## src/rtl/spi_main_if.sv

```systemverilog
// Host-side command/response bus of the SPI controller.
// The host issues a one-cycle start with cmd/wr_data and sees busy/done/err/rd_data come back.
interface spi_main_if;
    logic         start;
    logic [4:0]   cmd;
    logic [127:0] wr_data;
    logic [127:0] rd_data;
    logic         busy;
    logic         done;
    logic         err;

    modport master (output start, cmd, wr_data, input rd_data, busy, done, err);
    modport slave  (input start, cmd, wr_data, output rd_data, busy, done, err);
endinterface

```

## src/rtl/spi_main.sv

```systemverilog
// SPI controller for the ASCON SPI subnode: one start strobe becomes one framed transaction
// (CSB low, 5-bit command, 128/64/3 payload bits, CSB high), with MISO captured on reads.
module spi_main #(
    parameter int unsigned CLK_DIV = 4
) (
    input  logic      clk,
    input  logic      rst_n,
    spi_main_if.slave host,
    output logic      sck,
    output logic      csb,
    output logic      mosi,
    input  logic      miso
);
    typedef enum logic [2:0] {
        S_IDLE,
        S_LEAD,
        S_HIGH,
        S_LOW,
        S_TRAIL,
        S_GAP
    } state_t;

    localparam logic [7:0] DIV_LAST = 8'(CLK_DIV - 1);

    state_t       state_q, state_d;
    logic [7:0]   div_q, div_d;
    logic [7:0]   bit_cnt_q, bit_cnt_d;
    logic [7:0]   len_q, len_d;
    logic [4:0]   cmd_q, cmd_d;
    logic [127:0] wr_q, wr_d;
    logic [127:0] rd_q, rd_d;
    logic         busy_q, busy_d;
    logic         done_q, done_d;
    logic         err_q, err_d;
    logic         sck_q, sck_d;
    logic         csb_q, csb_d;
    logic         mosi_q, mosi_d;
    logic         tick;

    function automatic logic cmd_legal(input logic [3:0] c);
        cmd_legal = (c <= 4'd8);
    endfunction

    function automatic logic [7:0] payload_len(input logic [3:0] c);
        case (c)
            4'd0, 4'd1, 4'd2: payload_len = 8'd128;
            4'd3:             payload_len = 8'd3;
            default:          payload_len = 8'd64;
        endcase
    endfunction

    // Bit presented on MOSI ahead of rising edge k+1 (k counts rises already done).
    function automatic logic frame_bit(input logic [7:0] k, input logic [4:0] c,
                                       input logic [7:0] n, input logic [127:0] w);
        logic [2:0] cidx;
        logic [6:0] widx;
        cidx      = 3'd4 - k[2:0];
        widx      = 7'(n + 8'd4 - k);
        frame_bit = 1'b0;
        if (k < 8'd5) begin
            frame_bit = c[cidx];
        end else if (!c[4] && (k < n + 8'd5)) begin
            frame_bit = w[widx];
        end
    endfunction

    assign tick = (div_q == DIV_LAST);

    always_comb begin
        state_d   = state_q;
        div_d     = (state_q == S_IDLE || tick) ? 8'd0 : div_q + 8'd1;
        bit_cnt_d = bit_cnt_q;
        len_d     = len_q;
        cmd_d     = cmd_q;
        wr_d      = wr_q;
        rd_d      = rd_q;
        busy_d    = busy_q;
        done_d    = 1'b0;
        err_d     = 1'b0;
        sck_d     = sck_q;
        csb_d     = csb_q;
        mosi_d    = mosi_q;

        case (state_q)
            S_IDLE: begin
                sck_d = 1'b0;
                csb_d = 1'b1;
                if (host.start) begin
                    if (cmd_legal(host.cmd[3:0])) begin
                        cmd_d     = host.cmd;
                        len_d     = payload_len(host.cmd[3:0]);
                        wr_d      = host.wr_data;
                        rd_d      = '0;
                        bit_cnt_d = 8'd0;
                        busy_d    = 1'b1;
                        csb_d     = 1'b0;
                        mosi_d    = host.cmd[4];
                        div_d     = 8'd0;
                        state_d   = S_LEAD;
                    end else begin
                        err_d = 1'b1;
                    end
                end
            end
            S_LEAD: begin
                if (tick) begin
                    sck_d   = 1'b1;
                    state_d = S_HIGH;
                end
            end
            S_HIGH: begin
                if (tick) begin
                    sck_d     = 1'b0;
                    bit_cnt_d = bit_cnt_q + 8'd1;
                    mosi_d    = frame_bit(bit_cnt_q + 8'd1, cmd_q, len_q, wr_q);
                    // MISO was updated one clk after the rise, so it is settled here.
                    if (cmd_q[4] && bit_cnt_q >= 8'd5) begin
                        rd_d = {rd_q[126:0], miso};
                    end
                    state_d = S_LOW;
                end
            end
            S_LOW: begin
                if (tick) begin
                    if (bit_cnt_q < len_q + 8'd5) begin
                        sck_d   = 1'b1;
                        state_d = S_HIGH;
                    end else begin
                        state_d = S_TRAIL;
                    end
                end
            end
            S_TRAIL: begin
                if (tick) begin
                    csb_d   = 1'b1;
                    mosi_d  = 1'b0;
                    state_d = S_GAP;
                end
            end
            S_GAP: begin
                if (tick) begin
                    done_d  = 1'b1;
                    busy_d  = 1'b0;
                    state_d = S_IDLE;
                end
            end
            default: begin
                state_d = S_IDLE;
                busy_d  = 1'b0;
                sck_d   = 1'b0;
                csb_d   = 1'b1;
            end
        endcase
    end

    always_ff @(posedge clk) begin
        if (!rst_n) begin
            state_q   <= S_IDLE;
            div_q     <= 8'd0;
            bit_cnt_q <= 8'd0;
            rd_q      <= '0;
            busy_q    <= 1'b0;
            done_q    <= 1'b0;
            err_q     <= 1'b0;
            sck_q     <= 1'b0;
            csb_q     <= 1'b1;
            mosi_q    <= 1'b0;
        end else begin
            state_q   <= state_d;
            div_q     <= div_d;
            bit_cnt_q <= bit_cnt_d;
            rd_q      <= rd_d;
            busy_q    <= busy_d;
            done_q    <= done_d;
            err_q     <= err_d;
            sck_q     <= sck_d;
            csb_q     <= csb_d;
            mosi_q    <= mosi_d;
        end
    end

    // Latched command and payload are only consumed outside IDLE, so they need no reset.
    always_ff @(posedge clk) begin
        len_q <= len_d;
        cmd_q <= cmd_d;
        wr_q  <= wr_d;
    end

    assign host.rd_data = rd_q;
    assign host.busy    = busy_q;
    assign host.done    = done_q;
    assign host.err     = err_q;
    assign sck          = sck_q;
    assign csb          = csb_q;
    assign mosi         = mosi_q;
endmodule
```

## src/flat_wrapper.sv

```systemverilog
// flat-port wrapper written by rule: the top's interface ports become plain ports
module spi_main_flat 
#(
    parameter int unsigned CLK_DIV = 4
)
  (clk, rst_n, sck, csb, mosi, miso, host_start, host_cmd, host_wr_data, host_rd_data, host_busy, host_done, host_err);
  spi_main_if host_i ();
  input  logic clk;
  input  logic rst_n;
  output logic sck;
  output logic csb;
  output logic mosi;
  input  logic miso;
  input wire logic [$bits(host_i.start)-1:0] host_start;
  input wire logic [$bits(host_i.cmd)-1:0] host_cmd;
  input wire logic [$bits(host_i.wr_data)-1:0] host_wr_data;
  output wire logic [$bits(host_i.rd_data)-1:0] host_rd_data;
  output wire logic [$bits(host_i.busy)-1:0] host_busy;
  output wire logic [$bits(host_i.done)-1:0] host_done;
  output wire logic [$bits(host_i.err)-1:0] host_err;
  assign host_i.start = host_start;
  assign host_i.cmd = host_cmd;
  assign host_i.wr_data = host_wr_data;
  assign host_rd_data = host_i.rd_data;
  assign host_busy = host_i.busy;
  assign host_done = host_i.done;
  assign host_err = host_i.err;
  spi_main #(.CLK_DIV(CLK_DIV)) u_core (.clk(clk), .rst_n(rst_n), .host(host_i), .sck(sck), .csb(csb), .mosi(mosi), .miso(miso));
endmodule
```

## config.mk

```make
export PLATFORM = sky130hd
export DESIGN_NAME = spi_main_flat
export DESIGN_NICKNAME = d
export VERILOG_FILES = /design/src/rtl/spi_main_if.sv /design/src/rtl/spi_main.sv /design/src/flat_wrapper.sv
export SDC_FILE = /design/constraint.sdc
export NUM_CORES = 1
export LEC_CHECK = 0
export ABC_AREA = 0
export CAP_MARGIN = 10
export CORE_UTILIZATION = 25
export CTS_BUF_LIST = sky130_fd_sc_hd__clkbuf_16
export CTS_CLUSTER_DIAMETER = 150
export DETAILED_ROUTE_END_ITERATION = 10
export DONT_BUFFER_PORTS = 1
export GPL_ROUTABILITY_DRIVEN = 1
export PLACE_DENSITY_LB_ADDON = 0.15
export REMOVE_ABC_BUFFERS = 1
export SLEW_MARGIN = 20
export SYNTH_ARGS = -nofsm -noshare
export SYNTH_HDL_FRONTEND = slang
export SYNTH_SLANG_ARGS = --single-unit
```

## constraint.sdc

```tcl
create_clock -name clk -period 4.7 [get_ports clk]
set_input_delay 0.94 -clock clk [delete_from_list [all_inputs] [get_ports clk]]
set_output_delay 0.94 -clock clk [all_outputs]
set_load 0.02 [all_outputs]
```

## After elaboration in Yosys (flattened, before gate mapping)

Cells that the tools add are included.

- Register bits after elaboration: 294
- Word-level logic and storage cells: 114

- Bitwise operators: 3
- Equal/unequal tests: 18
- Reduce and logical (&&, ||, !) cells: 22
- Order comparisons: 7
- Multiplexer cells: 45
- Add/sub/neg operators: 6

Operators by type and width:

| kind | number |
|---|---|
| $mux W128 | 4 |
| $pmux W128 S2 | 1 |
| $mux W8 | 7 |
| $pmux W8 S2 | 2 |
| $mux W3 | 8 |
| $pmux W3 S6 | 1 |
| $add A8 B1 Y8 const B | 2 |
| $lt A8 B8 Y1 | 2 |
| $mux W1 | 16 |
| $reduce_and A5 Y1 | 3 |
| $ne A2 B1 Y1 const B | 7 |
| $pmux W1 S3 | 3 |
| $add A8 B3 Y8 const B | 1 |
| $eq A4 B2 Y1 const B | 2 |
| $eq A8 B2 Y1 const B | 1 |
| $ge A8 B3 Y1 const B | 1 |
| $lt A7 B8 Y1 const B | 1 |
| $lt A8 B3 Y1 const B | 1 |
| $reduce_and A4 Y1 | 2 |
| $reduce_or A4 Y1 | 2 |
| $add A7 B3 Y7 const B | 1 |
| $bmux W1 S7 | 1 |
| $reduce_and A7 Y1 | 1 |
| $sub A7 B7 Y7 | 1 |
| 22 further kinds | 30 |

## Logic depth before layout (Yosys ltp)

Gate-level depths: netlist of run 1.

- Depth in word-level cells: 8
- Depth in mapped cells: 13
- Mapped depth without buffers: 12

## Worst setup path before layout of run 1

OpenSTA, ideal clock, no wires.

- Path kind: input -> register
- Start: input port host_cmd[2]
- End: register u_core.cmd_q[0], enable pin
- Stages on the path: 4
- Path slack: -0.050 ns
- Required time: 4.211 ns
- Arrival time: 4.262 ns
- Path buffers: 0
- Cells stage by stage: o31ai_1 and2_1 nand2_1 inv_1

- Cells in the longest elaborated chain, start to end: 2

RTL lines:

| element | RTL line | source |
|---|---|---|
| from (decl) | flat_wrapper.sv:15 | `input wire logic [$bits(host_i.cmd)-1:0] host_cmd;` |
| $le A4 B4 Y1 | spi_main.sv:41 | `cmd_legal = (c <= 4'd8);` |
| $reduce_and A3 Y1 (no line) | n/a |  |
| to (signal assigned) | spi_main.sv:185 | `cmd_q <= cmd_d;` |
| to (decl) | spi_main.sv:29 | `logic [4:0] cmd_q, cmd_d;` |

No other way between the ends.
A chain may end at the register's enable or synchronous reset.

## Final worst setup path of run 1

- Start: register u_core.bit_cnt_q[0]
- End: register u_core.mosi_q, in the netlist u_core.mosi

- Cells in the longest elaborated chain, start to end: 8

RTL lines:

| element | RTL line | source |
|---|---|---|
| from (decl) | spi_main.sv:27 | `logic [7:0] bit_cnt_q, bit_cnt_d;` |
| from (signal assigned) | spi_main.sv:171 | `bit_cnt_q <= bit_cnt_d;` |
| $add A8 B1 Y8 (*) | spi_main.sv:115 | `mosi_d = frame_bit(bit_cnt_q + 8'd1, cmd_q, len_q, wr_q);` |
| $sub A7 B7 Y7 | spi_main.sv:58 | `widx = 7'(n + 8'd4 - k);` |
| $bmux W1 S7 | spi_main.sv:63 | `frame_bit = w[widx];` |
| $mux W1 (not written as such) | spi_main.sv:63 |  |
| $mux W1 | spi_main.sv:62 | `end else if (!c[4] && (k < n + 8'd5)) begin` |
| $mux W1 (*) | spi_main.sv:60 | `if (k < 8'd5) begin` |
| $mux W1 (*) | spi_main.sv:112 | `if (tick) begin` |
| $pmux W1 S3 (*) | spi_main.sv:84 | `case (state_q)` |
| to (signal assigned) | spi_main.sv:178 | `mosi_q <= mosi_d;` |
| to (decl) | spi_main.sv:37 | `logic mosi_q, mosi_d;` |

Every way passes the cells marked *; elsewhere a longest branch is shown, timed or not. The select of a mux whose other input is x is not followed.

==> results.txt, run 1 <==
The number of nets in the finished design came out at 1010. The peak clock frequency supported by timing came out at 0.2697 GHz. The later pin in the worst-skew pair is clocked with a latency of 0.54 ns. The worst setup skew after layout came out at 0.01074 ns. The placed wire-length estimate is 20800 microns. The final standard cell utilization of the core is 29.19%. The area overhead of the layout relative to synthesis came out at 15.49%. The leftover overflow at the end of global routing is 0. The count of routing violations after the opening detailed-route iteration came out at 494.

The number of buffers inserted to repair setup after CTS is 0. The number of cells upsized or downsized after cts came out at 0. The reported net switching power came out at 1.225 mW. The number of distinct library cells after synthesis came out at 57. After filler insertion, the fill cell instance count of the layout stands at 4614. The first global-routing pass estimated 46010 microns of wire. The clock transition time at the flip-flop clock pins of the worst setup and hold paths is 0.06 ns.

Yosys mapped a number of flops with a built-in enable equal to 136. The cell area power density came out at 419.4 mW/mm^2. The proportion of total power due to net switching came out at 22.10%.

In this run the worst hold path is classified as reg2reg. The die boundary height came out at 216.0 microns. Setup repair after global routing left no endpoint under its margin. The synthesized area per cell came out at 13.18 sq um. In the routed design, unresolved DRC markers number 0. The number of input and output port buffers inserted came out at 0. In the final layout, the share of cells above drive strength 1 is 12.26%. Synthesis handed over a netlist of 868 instances. The post-synthesis async set-or-reset flop share is 0%. STA puts the critical path data arrival time at 4.12 ns.

The time the worst path needs with I/O delays and setup came out at 3.708 ns. The combinational fraction of design power is 3.8%. The floorplan step set the die width to 216.0 microns. Hold is met by 0.4716 ns. The number of antenna violations at the first check in global routing came to 3.

After detailed routing, the average wire length per cell comes to 20.75 microns. The longest clock path from root to sink contains 3 buffers. Before antenna repair, the detailed router went through 4 iterations. The count of hold-fix buffers inserted at cts came out at 0.

The share of the clock period used by the worst path is 78.90%. The run finished with clean final reports. At the end of routability-driven placement, the weighted congestion stood at 0.7275. Using the TritonRoute via totals, the vias-per-cell ratio works out to 4.615. The post-synthesis instance area came out at 0.01144 sq mm. The core area is 0.04528 sq mm. The hold violation count in the final report came out at 0. The synthesized design contains 289 register bits. The count of standard-cell rows came out at 78. The clock network accounts for 46.7% of the total power.

The number of sinks on the clock net came out at 289. The die covers 0.04663 sq mm. The number of ports placed on the die boundary is 271. The number of nets with antenna violations after detailed routing came out at 0. The overall global routing resource usage is 12.96%.

The number of max-slew violations in the final report was 0. The leakage dissipation came out at 4.150 nW. The global routing met3 resource utilization came out at 4.820%. The max-cap violation count is 0.

The sum of routed wire length over all layers came out at 30810 microns. For this run, the number of Yosys warnings is 0. TritonCTS created 35 clock buffers. The worst setup path is launched from a flip-flop. The commonest register cell after synthesis is dfxtp_1. The starting density of the core came out at 25.27%. The register area share after synthesis is 62.45%.

For met2 alone, demand over resource in global routing was 21.53%. The final setup violation count came out at 0. The met1 capacity usage during global routing is 15.49%. The CTS root buffer is clkbuf_16. The part of the power in registers came out at 49.5%. The relative max-transition margin is 46.62%.

The slew at the pin with the worst max-slew slack is 0.7945 ns. Of all nets on the critical path, the largest fanout is 17. The number of levels in the clock H-tree came out at 2.

The startpoint-to-endpoint class of the critical path is reg2reg. For this block, the via count after detailed routing is 6853. At the worst endpoint, the required time is 5.11 ns. The number of global-route vias before repair came out at 7039. The maximum ir drop on the vdd rail came out at 0.2288 mV. The layer flagged by global routing as most heavily used is met2. The worst setup path is captured at a flip-flop. Cell internal power was estimated by the tool at 4.318 mW. Entering global routing, the biggest net connects 147 pins. TritonCTS built the clock tree.
[worst max-delay path: stages, from the launching register on]
cell and delay [ns]:
dfxtp_1 0.54, inv_1 0.15, ha_1 0.40, fa_2 0.86, buf_4 0.35, mux4_2 0.33, mux2i_1 0.22, a22oi_1 0.14
a311o_1 0.33, a31oi_1 0.18, nor3_1 0.07
[synth_stat cells (8+ instances only)]
| master | count | share of area, % |
|---|---|---|
| edfxtp_1 | 136 | 36 |
| nor2b_1 | 133 | 7.3 |
| a21oi_1 | 12 | 0.52 |
| xor2_1 | 10 | 0.77 |
| mux2i_1 | 8 | 0.70 |
| nor3_1 | 9 | 0.39 |
| clkbuf_1 | 41 | 1.3 |
| mux4_2 | 32 | 6.3 |
| o21ai_0 | 20 | 0.87 |
| dfxtp_1 | 153 | 27 |
| a22oi_1 | 134 | 8.8 |
| nor2_1 | 22 | 0.72 |
| buf_2 | 18 | 0.79 |
| inv_1 | 13 | 0.43 |
| nand3_1 | 21 | 0.92 |
| nand2_1 | 20 | 0.66 |
| ha_1 | 15 | 1.6 |
[final timing paths]
path         slack (ns)                start               to  cells after the start
max                0.99  u_core.bit_cnt_q[0]      u_core.mosi                     10
min                0.47      u_core.div_q[0]  u_core.div_q[0]                      1
max reg2reg        0.99  u_core.bit_cnt_q[0]      u_core.mosi                     10
min reg2reg        0.47      u_core.div_q[0]  u_core.div_q[0]                      1
[cell usage in the layout (no fill, tap or decap), types with 3 or more instances in the layout]
cell	count
and2_1	6
o211ai_1	3
buf_4	7
mux4_2	32
clkbuf_16	36
nor2b_1	133
buf_12	5
a21oi_1	12
and3_1	3
a22oi_1	134
a21boi_0	6
inv_6	3
mux2_2	4
nor3_1	9
mux2i_1	8
inv_1	18
or3_1	3
o21ai_0	20
ha_1	14
nand3_1	21
xnor2_1	6
edfxtp_1	136
clkinv_4	4
nor2_1	21
nand2_1	19
clkinv_1	6
dfxtp_1	153
xor2_1	10
diode_2	4
[layer usage]
metal,part of all wire [%],routed length (microns)
met5,0,0
met4,2.0,626
met3,7.4,2268
met2,50,15310
met1,41,12600
[per-stage QoR]
stage | cell area (sq um) | instances | setup slack [ns] | total power [mW] | setup TNS, ns
after floorplan | 11190 | 808 | -1.571 | 2.946 | -207.88
final | 13220 | 1485 | 0.9918 | 5.542 | 0
after CTS | 13210 | 1481 | 0.9619 | 5.655 | 0
after detailed placement | 12110 | 1420 | 0.9715 | 3.012 | 0
after global routing | 13210 | 1482 | 0.7117 | 5.760 | 0
after global placement | 12110 | 1420 | 1.038 | 3.015 | 0
[layout make-up]
| class | count | area (sq um) | share of cell area [%] |
|---|---|---|---|
| multi-input cells | 506 | 4013 | 30.36 |
| clock buffers | 36 | 900.9 | 6.816 |
| repair buffers | 12 | 152.6 | 1.155 |
| diodes | 4 | 10.01 | 0.07574 |
| well taps | 600 | 750.7 | 5.680 |
| inverters | 13 | 51.30 | 0.3881 |
| flip-flops and latches | 289 | 7147 | 54.08 |
| clock inverters | 25 | 191.4 | 1.448 |
[power by group through the flow]
stage / Sequential (mW) / Clock (mW) / Combinational (mW)
final: 2.74 / 2.59 / 0.213
after global routing: 2.75 / 2.78 / 0.231
after CTS: 2.74 / 2.69 / 0.218
after detailed placement: 2.79 / 0 / 0.218
after global placement: 2.80 / 0 / 0.216
after floorplan: 2.79 / 0 / 0.158
[logic make-up after synthesis]
logic type               share of synthesized area, %
XOR/XNOR                                        1.706
buffers and inverters                           2.657
AO/OA/AOI/OAI                                   12.26
adder cells (fa/ha/maj)                         1.815
AND/OR/NAND/NOR                                 11.52
flip-flops                                      62.45
multiplexers                                    7.588
[registers in the layout, indices dropped and copies added, names as in the netlist]
signal and cells:
u_core.host.done 1, u_core.cmd_q 5, u_core.bit_cnt_q 8, u_core.host.err 1
u_core.wr_q 128, u_core.div_q 8, u_core.csb 1, u_core.sck 1
u_core.mosi 1, u_core.len_q 3, u_core.state_q 3, u_core.host.rd_data 128
u_core.host.busy 1
No activity file was read; power rests on OpenSTA's default activity.
==> inputs of run 2 (changes only) <==
==> constraint.sdc (replaced) <==
create_clock -name clk -period 3.1 [get_ports clk]
set_input_delay 0.62 -clock clk [delete_from_list [all_inputs] [get_ports clk]]
set_output_delay 0.62 -clock clk [all_outputs]
set_load 0.02 [all_outputs]
==> run 2 against run 1 <==
Net effect:
- largest cell class unchanged
- worst setup slack got worse by 0.79 ns
- via count rose by 1.7%
- register-to-register slack got worse by 0.79 ns
- clock power rose by 63%
- global-route usage fell by 0.12 points
- count of clock-buffer cells in the layout rose by 1
- sequential share of layout area fell by 1.4 points
- routed wire length rose by 0.20%
- hold slack got worse by 0.29 ns
- highest routed layer unchanged
- maximum frequency rose by 28%
==> results.txt, run 2 (synthesized netlist as in run 1, its figures left out) <==
The number of buffers inserted during clock tree synthesis came to 35 (unchanged). The CTS tree is yes (unchanged). The share of final-layout standard cells stronger than drive strength 1 is 14.25% (was 12.26%). The final standard cell utilization of the core came out at 29.98% (was 29.19%). The number of nets with antenna violations after detailed routing came to 0 (unchanged). The max-cap violation count is 0 (unchanged).

The placed wire-length estimate is 20840 microns (was 20800 microns). The core area came out at 0.04528 sq mm (unchanged). The peak clock frequency supported by timing came out at 0.3455 GHz (was 0.2697 GHz). The number of antenna violations at the first check in global routing came out at 0 (was 3). The full die area was 0.04663 sq mm (unchanged). The number of max-slew violations in the final report was 0 (unchanged). The number of ports placed on the die boundary is 271 (unchanged). The number of global-route vias before repair is 6979 (was 7039). The cell area power density is 644.0 mW/mm^2 (was 419.4 mW/mm^2). The most frequent standard cell in the layout excluding fill and tap cells is dfxtp_1 (unchanged). The first-pass iteration count of the detailed router came out at 5 (was 4).

The clock latency reported for the late side of the worst-skew pair came to 0.53 ns (was 0.54 ns). The signal arrival time at the worst endpoint is 3.31 ns (was 4.12 ns). The count of routing violations after the opening detailed-route iteration came out at 440 (was 494). The number of sinks on the clock net was 289 (unchanged). The number of nets in the finished design is 1029 (was 1010). The number of levels in the clock H-tree is 2 (unchanged). The startpoint type of the worst setup path is a flip-flop (unchanged). The share of the clock period used by the worst path was 93.37% (was 78.90%). The first-pass GRT wire length came out at 45530 microns (was 46010 microns). The hold violation count in the final report came to 0 (unchanged). The startpoint-to-endpoint class of the critical path was reg2reg (unchanged). The pin count of the biggest net entering global routing came out at 147 (unchanged). The number of inserted diodes was 0 (was 4). The relative max-transition margin came out at 60.22% (was 46.62%). The area overhead of the layout relative to synthesis came out at 18.62% (was 15.49%). The via count is 6970 (was 6853). Run status: completed (unchanged). The overall die width is 216.0 microns (unchanged).

The count of standard-cell rows came out at 78 (unchanged). The die boundary height came out at 216.0 microns (unchanged). The sum of routed wire length over all layers came to 30870 microns (was 30810 microns).

The worst setup skew after layout came to 0.01946 ns (was 0.01074 ns). The leakage dissipation was 4.325 nW (was 4.150 nW). The time the worst path needs with I/O delays and setup came out at 2.894 ns (was 3.708 ns). The sum of negative setup slack is 0 ns (unchanged). The critical path required time is 3.52 ns (was 5.11 ns). The final setup violation count was 0 (unchanged). The final weighted congestion in routability-driven placement came out at 0.7509 (was 0.7275). Unrepaired setup endpoints after global routing: false (unchanged). The slew at the pin with the worst max-slew slack came to 0.5816 ns (was 0.7945 ns). The leftover overflow at the end of global routing was 0 (unchanged). The overall global routing resource usage is 12.84% (was 12.96%). The clock transition time at the flip-flop clock pins of the worst setup and hold paths is 0.06 ns (about the same). The maximum clock insertion buffer count is 3 (unchanged).

Highest-count cells in the layout ignoring fill and taps: 153 x dfxtp_1, 136 x edfxtp_1, 134 x a22oi_1 (unchanged). The kind of capture point of the worst setup path is a flip-flop (unchanged). The DRC violations left is 0 (unchanged). The starting density of the core is 25.27% (unchanged). The number of input and output port buffers inserted is 0 (unchanged). The CTS root buffer is clkbuf_16 (unchanged). The via density per instance is 4.653 (was 4.615). The maximum ir drop on the vdd rail is 0.3010 mV (was 0.2288 mV).

The wire length per cell came out at 20.61 microns (was 20.75 microns). The maximum net fanout on the critical path came out at 14 (was 17). The worst hold-check path type is in2reg (was reg2reg).
run 2: what timing repair did:
item | 4_1_cts | 5_1_grt
endpoints found under the setup margin | 0 | 1
buffers inserted | 0 | 1
resized for setup | 0 | 3
hold buffers | 0 | 0
run 2: area by class of cell:
class                      instances  area [sq um]
fill                            4586         31710
sequential                       289          7147
multi-input combinational        506          4034
clock buffer                      37         925.9
tap                              600         750.7
timing repair buffer              31         412.9
clock inverter                    22         252.7
inverter                          13         51.30
run 2: power breakdown:
part / internal (mW) / total [mW] / switching [mW]
registers: 4.11 / 4.15 / 0.0410
clock network: 2.64 / 4.23 / 1.59
logic: 0.172 / 0.360 / 0.188
run 2: final timing paths:
path / from / to / slack [ns] / depth (start not counted)
setup reg to reg: u_core.bit_cnt_q[0] / u_core.mosi / 0.21 / 11
hold reg to reg: u_core.div_q[0] / u_core.div_q[0] / 0.47 / 1
setup / recovery: u_core.bit_cnt_q[0] / u_core.mosi / 0.21 / 11
hold / removal: host_wr_data[118] / u_core.wr_q[118] / 0.18 / 0
run 2: worst max-delay path, stage by stage (launching register included):
cell       delay (ns)
dfxtp_1          0.32
inv_1            0.09
ha_4             0.26
fa_2             0.57
buf_4            0.14
clkbuf_16        0.19
mux4_2           0.32
mux2_1           0.31
o22ai_1          0.20
o211ai_1         0.11
a31oi_1          0.21
nor3_1           0.07
run 2: routing by layer:
layer | vias to the layer above | routed length, microns | GRT usage [%]
met4 | 0 | 624 | 3.873
met2 | 173 | 15560 | 21.54
met1 | 3486 | 12780 | 15.75
met5 | - | 0 | 0
li1 | 3272 | - | -
met3 | 39 | 1904 | 3.946
run 2: through the flow:
| step | power [mW] | instance area (sq um) | setup slack (ns) | hold slack (ns) | std cells |
|---|---|---|---|---|---|
| after CTS | 8.899 | 13520 | 0.1391 | 0.1387 | 1496 |
| after global placement | 4.588 | 12340 | 0.1497 | 0.4676 | 1437 |
| after detailed placement | 4.587 | 12340 | 0.1318 | 0.4712 | 1437 |
| after global routing | 9.088 | 13570 | 0.01007 | 0.1422 | 1498 |
| after floorplan | 4.466 | 11190 | -3.171 | 0.4377 | 808 |
| final | 8.741 | 13570 | 0.2056 | 0.1825 | 1498 |
==> inputs of run 3 (changes only) <==
--- a/config.mk
+++ b/config.mk
@@ -7,7 +7,7 @@
 export LEC_CHECK = 0
 export ABC_AREA = 0
 export CAP_MARGIN = 10
-export CORE_UTILIZATION = 25
+export CORE_UTILIZATION = 57
 export CTS_BUF_LIST = sky130_fd_sc_hd__clkbuf_16
 export CTS_CLUSTER_DIAMETER = 150
 export DETAILED_ROUTE_END_ITERATION = 10
==> run 3 against run 2 <==
Net effect:
- register-to-register slack got worse by 0.05 ns
- sequential share of layout area is 3.5 points higher
- via count fell by 1.5%
- total power down 12%
- worst setup slack worse by 0.049 ns
- global-route usage up 9.0 points
- first-iteration DRC count shrank 1.1%
- routed wire length is 24% lower
- combinational power is 11% lower
- design area fell by 6.3%
- largest power group is now sequential cells
- highest routed layer is now met5
- critical path depth is 1 lower
- non-clock buffer count fell by 10
==> results.txt, run 3 (synthesized netlist as in run 1, its figures left out) <==
The non-filler instance count after layout is 1152 (was 1498). The delay of the slowest cell on the worst path was 0.63 ns (was 0.57 ns). The area overhead of the layout relative to synthesis is 11.15% (was 18.62%).

The library cell contributing the largest single delay on the critical path was fa_1 (was fa_2). The critical path required time is 3.53 ns (was 3.52 ns). The number of buffers inserted during clock tree synthesis is 29 (was 35). The relative max-transition margin is 58.39% (was 60.22%). The kind of capture point of the worst setup path is a flip-flop (unchanged). The first-pass iteration count of the detailed router came out at 5 (unchanged). The number of ports placed on the die boundary came to 271 (unchanged). The startpoint-to-endpoint class of the critical path is reg2reg (unchanged).

The leftover overflow at the end of global routing was 0 (unchanged). The startpoint type of the worst setup path was a flip-flop (unchanged). The part of the power in registers is 54.2% (was 47.5%). The count of routing violations after the opening detailed-route iteration is 435 (was 440). The final setup violation count is 0 (unchanged). The count of standard-cell rows is 51 (was 78). The wire length per cell came out at 20.36 microns (was 20.61 microns). The share of power burned in the clock network came out at 41.6% (was 48.4%). The max-cap violation count came to 0 (unchanged). The worst reg2reg path startpoint is u_core.len_q[1] (was u_core.bit_cnt_q[0]).

The worst setup skew after layout is 0.01687 ns (was 0.01946 ns). The number of antenna violations at the first check in global routing was 7 (was 0). The overall global routing resource usage is 21.85% (was 12.84%). The first-pass GRT wire length is 34900 microns (was 45530 microns). The maximum ir drop on the vdd rail came out at 0.4686 mV (was 0.3010 mV). The hold path depth is 0 (unchanged). The share of the clock period used by the worst path came out at 94.96% (was 93.37%).

The CTS tree was yes (unchanged). The full die area is 0.02065 sq mm (was 0.04663 sq mm). The worst hold-check path type is in2reg (unchanged). The proportion of total power due to net switching is 20.55% (was 20.77%). The overall die width is 143.7 microns (was 216.0 microns). The number of global-route vias before repair came to 6523 (was 6979). The number of stages on the worst setup path is 10 (was 11). The number of fill cells came to 1457 (was 4586). The leakage dissipation is 4.137 nW (was 4.325 nW).

The depth of the most critical reg-to-reg path is 10 (was 11). The placed wire-length estimate is 16030 microns (was 20840 microns). The hold violation count in the final report came to 0 (unchanged).

The buffers plus inverters on the worst setup path came out at 2 (was 3). The slew at the pin with the worst max-slew slack came to 0.6084 ns (was 0.5816 ns). The reported net switching power is 1.574 mW (was 1.816 mW). The number of sinks on the clock net came out at 289 (unchanged).

The number of max-slew violations in the final report came to 0 (unchanged). The family of cells with the greatest summed delay on the critical path is adder cells (unchanged). Crit-path cells: inv_1 > ha_2 > fa_1 > buf_12 > mux4_2 > nor2b_1 > a211o_1 > a311o_1 > a31oi_1 > nor3_1 (was inv_1 > ha_4 > fa_2 > buf_4 > clkbuf_16 > mux4_2 > mux2_1 > o22ai_1 > o211ai_1 > a31oi_1 > nor3_1). The combinational fraction of design power is 4.2% (was 4.1%). The DRC violations left came to 0 (unchanged). The capturing point of the worst reg2reg path was u_core.mosi (unchanged). The number of nets in the finished design is 1014 (was 1029).

Run status: completed (unchanged). The cell internal power dissipation came out at 6.088 mW (was 6.926 mW). The starting density of the core came out at 58.41% (was 25.27%). Highest-count cells in the layout ignoring fill and taps: 153 x dfxtp_1, 136 x edfxtp_1, 134 x a22oi_1 (unchanged). The reg-to-reg setup timing slack is 0.16 ns (was 0.21 ns). The pin count of the biggest net entering global routing is 147 (unchanged).

The maximum net fanout on the critical path is 17 (was 14). The final standard cell utilization of the core came to 64.93% (was 29.98%). The via count came out at 6863 (was 6970). The maximum clock insertion buffer count came out at 3 (unchanged). The signal arrival time at the worst endpoint came out at 3.37 ns (was 3.31 ns). The share of final-layout standard cells stronger than drive strength 1 is 12.37% (was 14.25%).

The sum of routed wire length over all layers is 23450 microns (was 30870 microns). The final weighted congestion in routability-driven placement came out at 0.8426 (was 0.7509). The core area is 0.01959 sq mm (was 0.04528 sq mm). The clock latency reported for the late side of the worst-skew pair came to 0.54 ns (was 0.53 ns). The CTS root buffer was clkbuf_16 (unchanged). The number of levels in the clock H-tree is 1 (was 2). The number of nets with antenna violations after detailed routing is 0 (unchanged). The capture point of the critical path is u_core.mosi (unchanged). The number of input and output port buffers inserted came out at 0 (unchanged). The die boundary height is 143.7 microns (was 216.0 microns). The number of placed instances, taps included is 1092 (was 1437).

The most frequent standard cell in the layout excluding fill and tap cells is dfxtp_1 (unchanged). The cell area power density is 602.4 mW/mm^2 (was 644.0 mW/mm^2). The launching element of the worst setup path is u_core.len_q[1] (was u_core.bit_cnt_q[0]). The peak clock frequency supported by timing came to 0.3397 GHz (was 0.3455 GHz). The via density per instance came to 5.957 (was 4.653).

The time the worst path needs with I/O delays and setup came out at 2.944 ns (was 2.894 ns). The clock transition time at the flip-flop clock pins of the worst setup and hold paths is 0.06 ns (about the same).
==> run 3: repair_timing <==
item / in CTS / in global routing
gates resized for setup: 0 / 2
hold buffers: 0 / 0
endpoints found under the setup margin: 0 / 1
setup buffers: 0 / 2
==> run 3: layer usage <==
metal  wire length, microns  GRT usage [%]
met1                   9399          27.07
met2                  11800          36.15
met3                   1721          6.831
met4                    507          7.615
met5                     27              0
==> run 3: worst min path at each step <==
stage	from	end	slack, ns
global route	host_wr_data[99]	u_core.wr_q[99]	0.15
floorplan	u_core.div_q[0]	u_core.div_q[0]	0.44
detailed placement	u_core.div_q[0]	u_core.div_q[0]	0.47
CTS	host_wr_data[58]	u_core.wr_q[58]	0.16
global placement	u_core.div_q[0]	u_core.div_q[0]	0.46
finish	host_wr_data[80]	u_core.wr_q[80]	0.18
==> run 3: metrics by stage <==
| stage | TNS (ns) | cell area, sq um | power (mW) | hold slack [ns] | setup slack [ns] |
|---|---|---|---|---|---|
| 5_1_grt | -0.008476 | 12720 | 7.912 | 0.1526 | -0.008476 |
| 6_report | 0 | 12720 | 7.662 | 0.1751 | 0.1562 |
| 3_5_place_dp | 0 | 11780 | 4.553 | 0.4711 | 0.05899 |
| 2_1_floorplan | -587.27 | 11190 | 4.466 | 0.4377 | -3.171 |
| 3_3_place_gp | 0 | 11780 | 4.542 | 0.4561 | 0.1845 |
| 4_1_cts | 0 | 12660 | 7.731 | 0.1565 | 0.05791 |
==> run 3: power by group through the flow <==
stage | Combinational, mW | Sequential [mW] | Clock [mW]
final | 0.321 | 4.15 | 3.19
after floorplan | 0.240 | 4.23 | 0
after global placement | 0.311 | 4.23 | 0
after detailed placement | 0.320 | 4.23 | 0
after global routing | 0.346 | 4.16 | 3.41
after CTS | 0.321 | 4.15 | 3.26
==> run 3: area by class of cell <==
type	count	area, sq um	area share, %
multi-input combinational	507	4043	31.78
clock buffer	30	750.7	5.902
clock inverter	21	123.9	0.9738
antenna	6	15.01	0.1180
timing repair buffer	21	257.7	2.026
sequential	289	7147	56.19
tap	265	331.6	2.607
inverter	13	51.30	0.4033
